**src/rtl/wshb_arb_pkg.sv**
```systemverilog
// Shared types for the two-port Wishbone priority arbiter.
// Optional statistics counters are enabled with ARB_STATS_EN.
package wshb_arb_pkg;

    typedef enum logic [1:0] {
        IDLE = 2'd0,
        OWN0 = 2'd1,
        OWN1 = 2'd2
    } arb_state_t;

    localparam logic [2:0] CTI_CLASSIC = 3'b000;
    localparam logic [2:0] CTI_INCR    = 3'b010;
    localparam logic [2:0] CTI_EOB     = 3'b111;

    localparam int WAIT_W = 16;
    localparam int STAT_W = 32;

    function automatic logic [1:0] onehot_gnt(
        input arb_state_t st
    );
        logic [1:0] g;
        g = 2'b00;
        case (st)
            OWN0:    g = 2'b01;
            OWN1:    g = 2'b10;
            default: g = 2'b00;
        endcase
        return g;
    endfunction

endpackage

```
**src/rtl/wshb_prio_arbiter_wait_ctr.sv**
```systemverilog
// Saturating wait counter for the low-priority port.
// starve flags that port 1 has waited MAX_WAIT cycles.
module arb_wait_ctr
    import wshb_arb_pkg::*;
#(
    parameter int MAX_WAIT = 64
) (
    input  logic sys_clk,
    input  logic sys_rst,
    input  logic inc,
    input  logic clr,
    output logic starve
);

    localparam logic [WAIT_W-1:0] LIMIT = WAIT_W'(MAX_WAIT);

    logic [WAIT_W-1:0] wait_cnt;

    always_ff @(posedge sys_clk or posedge sys_rst) begin
        if (sys_rst) begin
            wait_cnt <= '0;
        end else if (clr) begin
            wait_cnt <= '0;
        end else if (inc && (wait_cnt != LIMIT)) begin
            wait_cnt <= wait_cnt + 1'b1;
        end
    end

    assign starve = (wait_cnt == LIMIT);

endmodule

```
**src/rtl/wshb_prio_arbiter.sv**
```systemverilog
// Two-port Wishbone arbiter, port 0 high priority, grant held per cycle.
// Define ARB_STATS_EN to add grant/starvation statistics outputs.
module wshb_prio_arbiter
    import wshb_arb_pkg::*;
#(
    parameter int ADR_W      = 32,
    parameter int DATA_BYTES = 4,
    parameter int MAX_WAIT   = 64
) (
    input  logic                    sys_clk,
    input  logic                    sys_rst,

    input  logic                    s0_cyc,
    input  logic                    s0_stb,
    input  logic                    s0_we,
    input  logic [ADR_W-1:0]        s0_adr,
    input  logic [8*DATA_BYTES-1:0] s0_dat_ms,
    input  logic [DATA_BYTES-1:0]   s0_sel,
    input  logic [2:0]              s0_cti,
    input  logic [1:0]              s0_bte,
    output logic [8*DATA_BYTES-1:0] s0_dat_sm,
    output logic                    s0_ack,
    output logic                    s0_err,
    output logic                    s0_rty,

    input  logic                    s1_cyc,
    input  logic                    s1_stb,
    input  logic                    s1_we,
    input  logic [ADR_W-1:0]        s1_adr,
    input  logic [8*DATA_BYTES-1:0] s1_dat_ms,
    input  logic [DATA_BYTES-1:0]   s1_sel,
    input  logic [2:0]              s1_cti,
    input  logic [1:0]              s1_bte,
    output logic [8*DATA_BYTES-1:0] s1_dat_sm,
    output logic                    s1_ack,
    output logic                    s1_err,
    output logic                    s1_rty,

    output logic                    m_cyc,
    output logic                    m_stb,
    output logic                    m_we,
    output logic [ADR_W-1:0]        m_adr,
    output logic [8*DATA_BYTES-1:0] m_dat_ms,
    output logic [DATA_BYTES-1:0]   m_sel,
    output logic [2:0]              m_cti,
    output logic [1:0]              m_bte,
    input  logic [8*DATA_BYTES-1:0] m_dat_sm,
    input  logic                    m_ack,
    input  logic                    m_err,
    input  logic                    m_rty,

`ifdef ARB_STATS_EN
    output logic [STAT_W-1:0]       stat_gnt0,
    output logic [STAT_W-1:0]       stat_gnt1,
    output logic [STAT_W-1:0]       stat_starve,
`endif
    output logic [1:0]              gnt
);

    arb_state_t state;
    logic       starve;
    logic       take0;
    logic       take1;
    logic       drop;
    logic       forced;

    // Release of the owner re-arbitrates in the same cycle, so a
    // waiting port is granted without an intervening IDLE cycle.
    assign take0 =
        ((state == IDLE) && s0_cyc && !(s1_cyc && starve)) ||
        ((state == OWN1) && !s1_cyc && s0_cyc);

    assign take1 =
        ((state == IDLE) && s1_cyc && (!s0_cyc || starve)) ||
        ((state == OWN0) && !s0_cyc && s1_cyc);

    assign drop =
        ((state == OWN0) && !s0_cyc && !s1_cyc) ||
        ((state == OWN1) && !s1_cyc && !s0_cyc);

    assign forced =
        (state == IDLE) && s0_cyc && s1_cyc && starve;

    always_ff @(posedge sys_clk or posedge sys_rst) begin
        if (sys_rst) begin
            state <= IDLE;
            gnt   <= 2'b00;
        end else if (take0) begin
            state <= OWN0;
            gnt   <= onehot_gnt(OWN0);
        end else if (take1) begin
            state <= OWN1;
            gnt   <= onehot_gnt(OWN1);
        end else if (drop) begin
            state <= IDLE;
            gnt   <= onehot_gnt(IDLE);
        end
    end

    arb_wait_ctr #(
        .MAX_WAIT (MAX_WAIT)
    ) u_wait_ctr (
        .sys_clk (sys_clk),
        .sys_rst (sys_rst),
        .inc     (s1_cyc && (state != OWN1)),
        .clr     (take1),
        .starve  (starve)
    );

    always_comb begin
        m_cyc     = 1'b0;
        m_stb     = 1'b0;
        m_we      = 1'b0;
        m_adr     = '0;
        m_dat_ms  = '0;
        m_sel     = '0;
        m_cti     = CTI_CLASSIC;
        m_bte     = 2'b00;
        s0_dat_sm = '0;
        s0_ack    = 1'b0;
        s0_err    = 1'b0;
        s0_rty    = 1'b0;
        s1_dat_sm = '0;
        s1_ack    = 1'b0;
        s1_err    = 1'b0;
        s1_rty    = 1'b0;
        unique case (1'b1)
            gnt[0]: begin
                m_cyc     = s0_cyc;
                m_stb     = s0_stb;
                m_we      = s0_we;
                m_adr     = s0_adr;
                m_dat_ms  = s0_dat_ms;
                m_sel     = s0_sel;
                m_cti     = s0_cti;
                m_bte     = s0_bte;
                s0_dat_sm = m_dat_sm;
                s0_ack    = m_ack;
                s0_err    = m_err;
                s0_rty    = m_rty;
            end
            gnt[1]: begin
                m_cyc     = s1_cyc;
                m_stb     = s1_stb;
                m_we      = s1_we;
                m_adr     = s1_adr;
                m_dat_ms  = s1_dat_ms;
                m_sel     = s1_sel;
                m_cti     = s1_cti;
                m_bte     = s1_bte;
                s1_dat_sm = m_dat_sm;
                s1_ack    = m_ack;
                s1_err    = m_err;
                s1_rty    = m_rty;
            end
            default: ;
        endcase
    end

`ifdef ARB_STATS_EN
    always_ff @(posedge sys_clk or posedge sys_rst) begin
        if (sys_rst) begin
            stat_gnt0   <= '0;
            stat_gnt1   <= '0;
            stat_starve <= '0;
        end else begin
            if (take0 && (stat_gnt0 != '1))
                stat_gnt0 <= stat_gnt0 + 1'b1;
            if (take1 && (stat_gnt1 != '1))
                stat_gnt1 <= stat_gnt1 + 1'b1;
            if (forced && (stat_starve != '1))
                stat_starve <= stat_starve + 1'b1;
        end
    end
`else
    logic unused_forced;
    assign unused_forced = forced;
`endif

endmodule

```
**config.mk**
```make
export PLATFORM = sky130hd
export DESIGN_NAME = wshb_prio_arbiter
export DESIGN_NICKNAME = d
export VERILOG_FILES = /design/src/rtl/wshb_arb_pkg.sv /design/src/rtl/wshb_prio_arbiter_wait_ctr.sv /design/src/rtl/wshb_prio_arbiter.sv
export SDC_FILE = /design/constraint.sdc
export NUM_CORES = 1
export LEC_CHECK = 0
export ABC_AREA = 1
export ABC_CLOCK_PERIOD_IN_PS = 1640
export BUFFER_PORTS_ARGS = -buffer_cell sky130_fd_sc_hd__buf_2
export CORE_AREA = 10 10 123 125
export CTS_BUF_LIST = sky130_fd_sc_hd__clkbuf_8
export CTS_CLUSTER_SIZE = 8
export DETAILED_ROUTE_END_ITERATION = 16
export DIE_AREA = 0 0 133 135
export SETUP_SLACK_MARGIN = 0.05
export SYNTH_ARGS = -nofsm -noshare
export SYNTH_HDL_FRONTEND = slang
export SYNTH_SLANG_ARGS = --single-unit
```
**constraint.sdc**
```tcl
create_clock -name sys_clk -period 1.64 [get_ports sys_clk]
set_clock_uncertainty 0.2 [all_clocks]
set_input_delay 0.328 -clock sys_clk [delete_from_list [all_inputs] [get_ports sys_clk]]
set_output_delay 0.328 -clock sys_clk [all_outputs]
set_load 0.05 [all_outputs]
```
### After elaboration in Yosys (flattened, before gate mapping)

Cells that the tools add are included.

| cells by class | value |
|---|---|
| add/subtract/negate cells | 1 |
| equal/unequal tests | 5 |
| mux-type cells | 21 |
| reductions and logical operators | 23 |

Operators by type and width:

| cell | count |
|---|---|
| one-hot mux 32 bit (2 select lines) | 2 |
| two-way mux 32 bit | 2 |
| two-way mux 16 bit | 2 |
| adder 16 x 1 -> 16 bit (second input constant) | 1 |
| == test 16 x 7 -> 1 bit (second input constant) | 1 |
| != test 16 x 7 -> 1 bit (second input constant) | 1 |
| logical AND 1 bit | 13 |
| one-hot mux 4 bit (2 select lines) | 1 |
| two-way mux 1 bit | 6 |
| two-way mux 2 bit | 3 |
| one-hot mux 1 bit (2 select lines) | 3 |
| one-hot mux 3 bit (2 select lines) | 1 |
| logical OR 1 bit | 4 |
| one-hot mux 2 bit (2 select lines) | 1 |
| logical NOT 1 bit | 3 |
| nonzero test 3 bit | 1 |
| == test 2 x 1 -> 1 bit (second input constant) | 1 |
| == test 2 bit (second input constant) | 1 |
| logical NOT 2 bit | 1 |
| != test 2 bit (second input constant) | 1 |
| nonzero test 2 bit | 1 |

| word-level totals | value |
|---|---|
| bits in registers | 18 |
| bits of input ports | 189 |
| output and inout port bits | 148 |
| word-level logic and storage cells | 52 |

### Depth between registers and ports, before layout

Gate-level depths: netlist of run 1.

| depth | value |
|---|---|
| word-level depth | 7 |
| depth in mapped cells | 11 |
| gate-level depth less buffers | 11 |

### Hierarchy

A second synthesis of run 1 with hierarchy kept.

| second synthesis, totals | value |
|---|---|
| cell total of the unflattened synthesis | 439 |
| area, all modules | 2,657.5 um2 |

By module, submodules not included:

| module | instances | cells an instance | area each (um2) | sequential area each (um2) |
|---|---|---|---|---|
| wshb_prio_arbiter | 1 | 266 | 1,510.2 | 50.0 |
| arb_wait_ctr | 1 | 173 | 1,147.4 | 400.4 |

### Worst setup path after synthesis of run 1

Ideal clock, no wire load.

| path | value |
|---|---|
| path type | reg2out |
| from | register state[1] (netlist name) |
| to | output port m_cyc |
| arrival | 1,904 ps |
| data required time | 1,112 ps |
| setup slack | -792 ps |
| stages on the path, launching flop included | 5 |
| path buffers | 2 |
| path through | dfrtp_1 > buf_2 > buf_2 > inv_1 > o22ai_1 |

RTL lines:

| element | line | text |
|---|---|---|
| end: declaration | wshb_prio_arbiter.sv:39 | `output logic m_cyc,` |

==> metrics.txt, run 1 <==
outcome finished, violations left; failing checks setup timing; initial antenna violation count 5; Synth area leader a22o_1; Worst Path Required 1.11 ns; Worst Max-Slew Pin Slew 0.305 ns; layout cells sized above 1 0.824; Total GRT Usage 0.218; Internal 7120 uW; Clock power frac 0.020; top-area cell type share of the netlist area 0.250; EDFF count, synth 0; Worst Reg-to-Reg Cells 9; Hold Path Class in -> reg; fin cells 996; Sw Ratio 0.568; most frequent cells after synthesis nand2_1, inv_1, a22o_1; DRC Markers 0; Synth async-reset ratio 1.00; critical path fanouts, max 9; vias per std cell 4.57; io pins 337; post-synthesis cell type count 29; Die Y 135 um; first-pass GRT wire length 30.6 mm; worst slack at placement -0.156 ns; Starting Density 0.209; #FFs+latches synth 18; CP endpoint kind primary output; Iter 0 DRT Violations 232; Syn-to-layout area delta 195%; Worst-Skew Late Latency 0.26 ns; Total Nets Final 1011; routed via count 4549; hold path depth 4; critical path's slowest cell dfrtp_4; vias in the first global route 4577; YS warnings 0; met2 routed wirelength 12.0 mm; Slew Limit Fails 0; Cell Count Post-Placement 962; core area 12600 um^2; PD cells 2120 nW/um^2; GR Overflow Total 0; worst-case clock buffer depth 2; largest net degree at the start of global routing 31; CTS sink cnt 18; Critical Path Max Stage Delay 0.54 ns; Worst-path clk slew 0.08 ns; HPWL Detailed 17.0 mm; CP Launch Type flip-flop; # setup viols final 166; fmax 0.489 GHz; number of cells on the critical path 4; Critical Path AT 1.52 ns; kind of critical path reg -> out; syn_area_per_cell 6.01 um^2; fin crit period 2.04 ns; most common cell in the netlist nand2_1; Syn Inst Count 438; routed len/inst 22.1 um; setup ws final -0.405 ns; clock buffer count from CTS 3; Post-Syn Nets 629; GPL Wtd Cong 0.924; Die Span X 133 um; leading post-synthesis cells by cell area a22o_1, nand2_1, dfrtp_1; Initial DRT Pass Iterations 4; wire length on met3 1.11 mm; Buf/Inv on CP 3; CP dominant cell by count buf_12; Post-Route WL 22.0 mm; relative slew slack 0.796; fin crit share 1.25; critical-path cell list buf_12, buf_8, a22o_4, buf_12; Maximum Capacitance Violations 0; CTS tree done; Final Hold Vio Count 0; H-tree levels 1; switching power 9370 uW; I/O Buffers 336; RSZ-0062 raised after global routing yes; sequential element share of the synthesized area 0.171; remaining antenna violation count 0; register share of total power 0.039; Die ar. 18000 um^2; wl on met1 8.49 mm; CTS Root Cell clkbuf_8; highest metal used met4; post-synthesis cell area 2630 um^2; Comb pwr share 0.941; VDD IR max 1.19 mV; leakage 0.00375 uW; delay-heaviest family, CP flip-flops; # rows 41; ys flop type dfrtp_1
-- timing repair --
item / CTS / global route
gates cloned: 6 / 7
setup endpoints to repair: 166 / 166
pin swaps: 16 / 24
setup buffers: 11 / 3
gates resized for setup: 319 / 56
hold buffers: 1 / 0
hold endpoints to repair: 18 / 0
-- through the flow --
step                      TNS, ns  power, uW  hold slack (ns)  utilization  instance area (um^2)
after floorplan            -21.52      10300           0.0664            -                  4000
after global placement     -13.77      12500            0.162        0.482                  6060
after detailed placement   -15.34      12500            0.166        0.482                  6060
after CTS                  -54.59      15500            0.178        0.586                  7360
after global routing       -60.51      17000            0.215        0.618                  7770
final                      -53.66      16500            0.190        0.618                  7770
-- logic make-up after synthesis --
group           synth area share
simple gates               0.324
buf+inv                    0.203
compound gates             0.277
flops                      0.171
xor+xnor                  0.0162
fa+ha+maj                0.00951
-- per-layer routing --
layer / track usage / vias to the layer above
met4: 0.0605 / 0
met1: 0.252 / 2163
met5: 0 / -
met2: 0.401 / 179
met3: 0.0375 / 28
li1: - / 2179
-- power groups by stage --
stage	registers (uW)	logic (uW)	clock network, uW
5_1_grt	659	16000	346
6_report	642	15500	327
4_1_cts	641	14500	339
2_1_floorplan	672	9610	0
3_3_place_gp	633	11800	0
3_5_place_dp	642	11800	0
-- sequential cells by signal (all words and copies together), names as in the netlist --
signal	count
state	2
u_wait_ctr.wait_cnt	16
-- layout by cell type, fill, tap and decap left out, types with 21 or more instances in the layout --
cell type / instances
a22o_4: 74
buf_2: 188
buf_4: 39
buf_6: 133
clkinvlp_4: 70
inv_1: 23
nand2_1: 44
nand2_2: 61
nand2_4: 21
nor2_1: 31
-- area by class of cell --
| class | count | area [um^2] |
|---|---|---|
| antenna | 5 | 12.5 |
| clock buffer | 3 | 41.3 |
| clock inverter | 1 | 3.75 |
| fill | 991 | 4800 |
| inverter | 99 | 649 |
| multi-input combinational | 292 | 2740 |
| sequential | 18 | 458 |
| tap | 172 | 215 |
| timing repair buffer | 406 | 3650 |
-- worst min-delay path, cell delays in order --
cell and delay, ns:
buf_2 0.10, a211oi_1 0.08, o21ai_2 0.06, nand2_1 0.05
-- final timing paths --
path / slack (ns) / end / startpoint
max: -0.40 / m_dat_ms[16] / state[0]$_DFFE_PP0P_
min: 0.19 / state[0]$_DFFE_PP0P_ / s1_cyc
max reg2reg: -0.27 / u_wait_ctr.wait_cnt[11]$_DFFE_PP0P_ / state[0]$_DFFE_PP0P_
min reg2reg: 0.42 / u_wait_ctr.wait_cnt[15]$_DFFE_PP0P_ / u_wait_ctr.wait_cnt[15]$_DFFE_PP0P_
max in group asynchronous: 0.57 / state[0]$_DFFE_PP0P_ / sys_rst
min in group asynchronous: 0.44 / state[1]$_DFFE_PP0P_ / sys_rst
Note: power is estimated with default switching activity, not from simulation.
==> run 2, diff against run 1 <==
CAP_MARGIN = 20   (was not set)
SKIP_CTS_REPAIR_TIMING = 1   (was not set)
==> run 2 against run 1 <==
Effect of this change:
- count of clock-buffer cells in the layout stayed put
- via count is 0.81% lower
- the run still ends with setup timing left
- design area is 7.0% lower
- combinational power is 8% lower
- maximum frequency is 1.6% lower
- sequential power is 2% lower
- register-to-register slack better by 0.13 ns
- die area stayed put
- largest cell class unchanged
- cell count is 1.0% lower
- setup slack worse by 0.034 ns
==> metrics.txt, run 2 (synthesized netlist as in run 1, its figures left out) <==
GR Overflow Total 0 (unchanged); fin util 0.575 (-0.0434); Total Nets Final 1001 (-0.99%); Worst Path Required 1.11 ns (about the same); Hold Path Class in -> reg; Worst-Skew Late Latency 0.26 ns (about the same); # setup viols final 166 (unchanged); Fillers 1085 (+9.5%); Critical Path AT 1.55 ns (+0.03 ns); total power 15200 uW (-7.8%); GR Util met3 0.0356 (-0.00185); worst slack at placement -0.156 ns (unchanged); busiest layer in global routing met2; fin crit period 2.08 ns (+0.0342 ns); DRC Markers 0 (unchanged); Post-Route WL 21.5 mm (-2.4%); leading cell types in the layout, fill and taps excluded buf_2, a22o_4, clkinvlp_4; met2 Use GR 0.364 (-0.0374); Final Hold Vio Count 0 (unchanged); Iter 0 DRT Violations 166 (-28%); Total GRT Usage 0.196 (-0.0216); remaining antenna violation count 0 (unchanged); commonest non-fill, non-tap cell in the layout buf_2; Worst-path clk slew 0.08 ns (about the same); CTS Root Cell clkbuf_8; clock buffer count from CTS 3 (unchanged); met1 usage 0.233 (-0.0193); VDD IR max 1.24 mV (+4.5%); PD cells 2100 nW/um^2 (-0.85%); failing checks setup timing; biggest regs u_wait_ctr.wait_cnt x16, state x2; fmax 0.481 GHz (-1.6%); Die Y 135 um (unchanged); critical path fanouts, max 7 (-2); Slew Limit Fails 0 (unchanged); io pins 337 (unchanged); Die Span X 133 um (unchanged); fin cells 986 (-1.0%); Cell Count Post-Placement 962 (unchanged); CTS tree done; Starting Density 0.209 (unchanged); I/O Buffers 336 (unchanged); routed len/inst 21.8 um (-1.4%); largest register by flop count u_wait_ctr.wait_cnt; CTS sink cnt 18 (unchanged); max reg flops 16 (unchanged); HPWL Detailed 17.0 mm (unchanged); setup ws final -0.439 ns (-0.0342 ns); core area 12600 um^2 (unchanged); outcome finished, violations left; H-tree levels 1 (unchanged); CP endpoint kind primary output; Maximum Capacitance Violations 0 (unchanged); Worst Max-Slew Pin Slew 0.274 ns (-0.0310 ns); # rows 41 (unchanged); routed via count 4512 (-0.81%); largest net degree at the start of global routing 60 (+94%); RSZ-0062 raised after global routing yes; leakage 0.00362 uW (-3.3%); Initial DRT Pass Iterations 5 (+1); vias in the first global route 4182 (-8.6%); Die ar. 18000 um^2 (unchanged); relative slew slack 0.817 (+0.0212); GPL Wtd Cong 0.924 (unchanged); initial antenna violation count 5 (unchanged); vias per std cell 4.58 (+0.19%); layout cells sized above 1 0.807 (-0.0170); Syn-to-layout area delta 175%; worst-case clock buffer depth 2 (unchanged); kind of critical path reg -> out; fin crit share 1.27 (+0.0208); CP Launch Type flip-flop; first-pass GRT wire length 27.6 mm (-9.6%)
run 2: layout make-up:
type	count	area, um^2	area share
antenna	5	12.5	0.00173
clock buffer	3	41.3	0.00572
clock inverter	1	3.75	0.000520
inverter	99	639	0.0885
multi-input combinational	291	2710	0.375
sequential	18	458	0.0634
tap	172	215	0.0298
timing repair buffer	397	3150	0.435
run 2: final timing paths:
check / from / to / slack (ns) / depth (start not counted)
min in group asynchronous: sys_rst / state[1]$_DFFE_PP0P_ / 0.44 / 4
hold / removal: s1_cyc / state[0]$_DFFE_PP0P_ / 0.19 / 4
hold reg to reg: u_wait_ctr.wait_cnt[6]$_DFFE_PP0P_ / u_wait_ctr.wait_cnt[6]$_DFFE_PP0P_ / 0.42 / 4
setup reg to reg: state[1]$_DFFE_PP0P_ / u_wait_ctr.wait_cnt[9]$_DFFE_PP0P_ / -0.14 / 6
setup / recovery: state[0]$_DFFE_PP0P_ / s0_dat_sm[21] / -0.44 / 6
max in group asynchronous: sys_rst / state[0]$_DFFE_PP0P_ / 0.57 / 4
run 2: power breakdown:
| group | total (uW) | internal (uW) | switching [uW] | leakage [uW] |
|---|---|---|---|---|
| registers | 627 | 524 | 103 | 0.000242 |
| clock network | 325 | 167 | 158 | 0.0000269 |
| logic | 14200 | 5390 | 8850 | 0.00335 |
| total | 15200 | 6080 | 9120 | 0.00362 |
run 2: critical path: stages (launching register included):
cell and delay [ns]:
dfrtp_4 0.50, buf_12 0.17, buf_12 0.13, clkbuf_16 0.16
nand2_4 0.06, clkinvlp_4 0.10, buf_8 0.16
run 2: routing by layer:
layer	wire length (um)	vias up
li1	-	2156
met1	8030	2111
met2	11700	207
met3	1350	36
met4	465	2
met5	13	-
run 2: metrics by stage:
stage | setup TNS (ns) | instance area, um^2 | hold slack (ns)
2_1_floorplan | -21.52 | 4000 | 0.0664
3_3_place_gp | -13.77 | 6060 | 0.162
3_5_place_dp | -15.34 | 6060 | 0.166
4_1_cts | -58.98 | 6100 | -0.120
5_1_grt | -59.46 | 7220 | 0.202
6_report | -52.33 | 7220 | 0.193
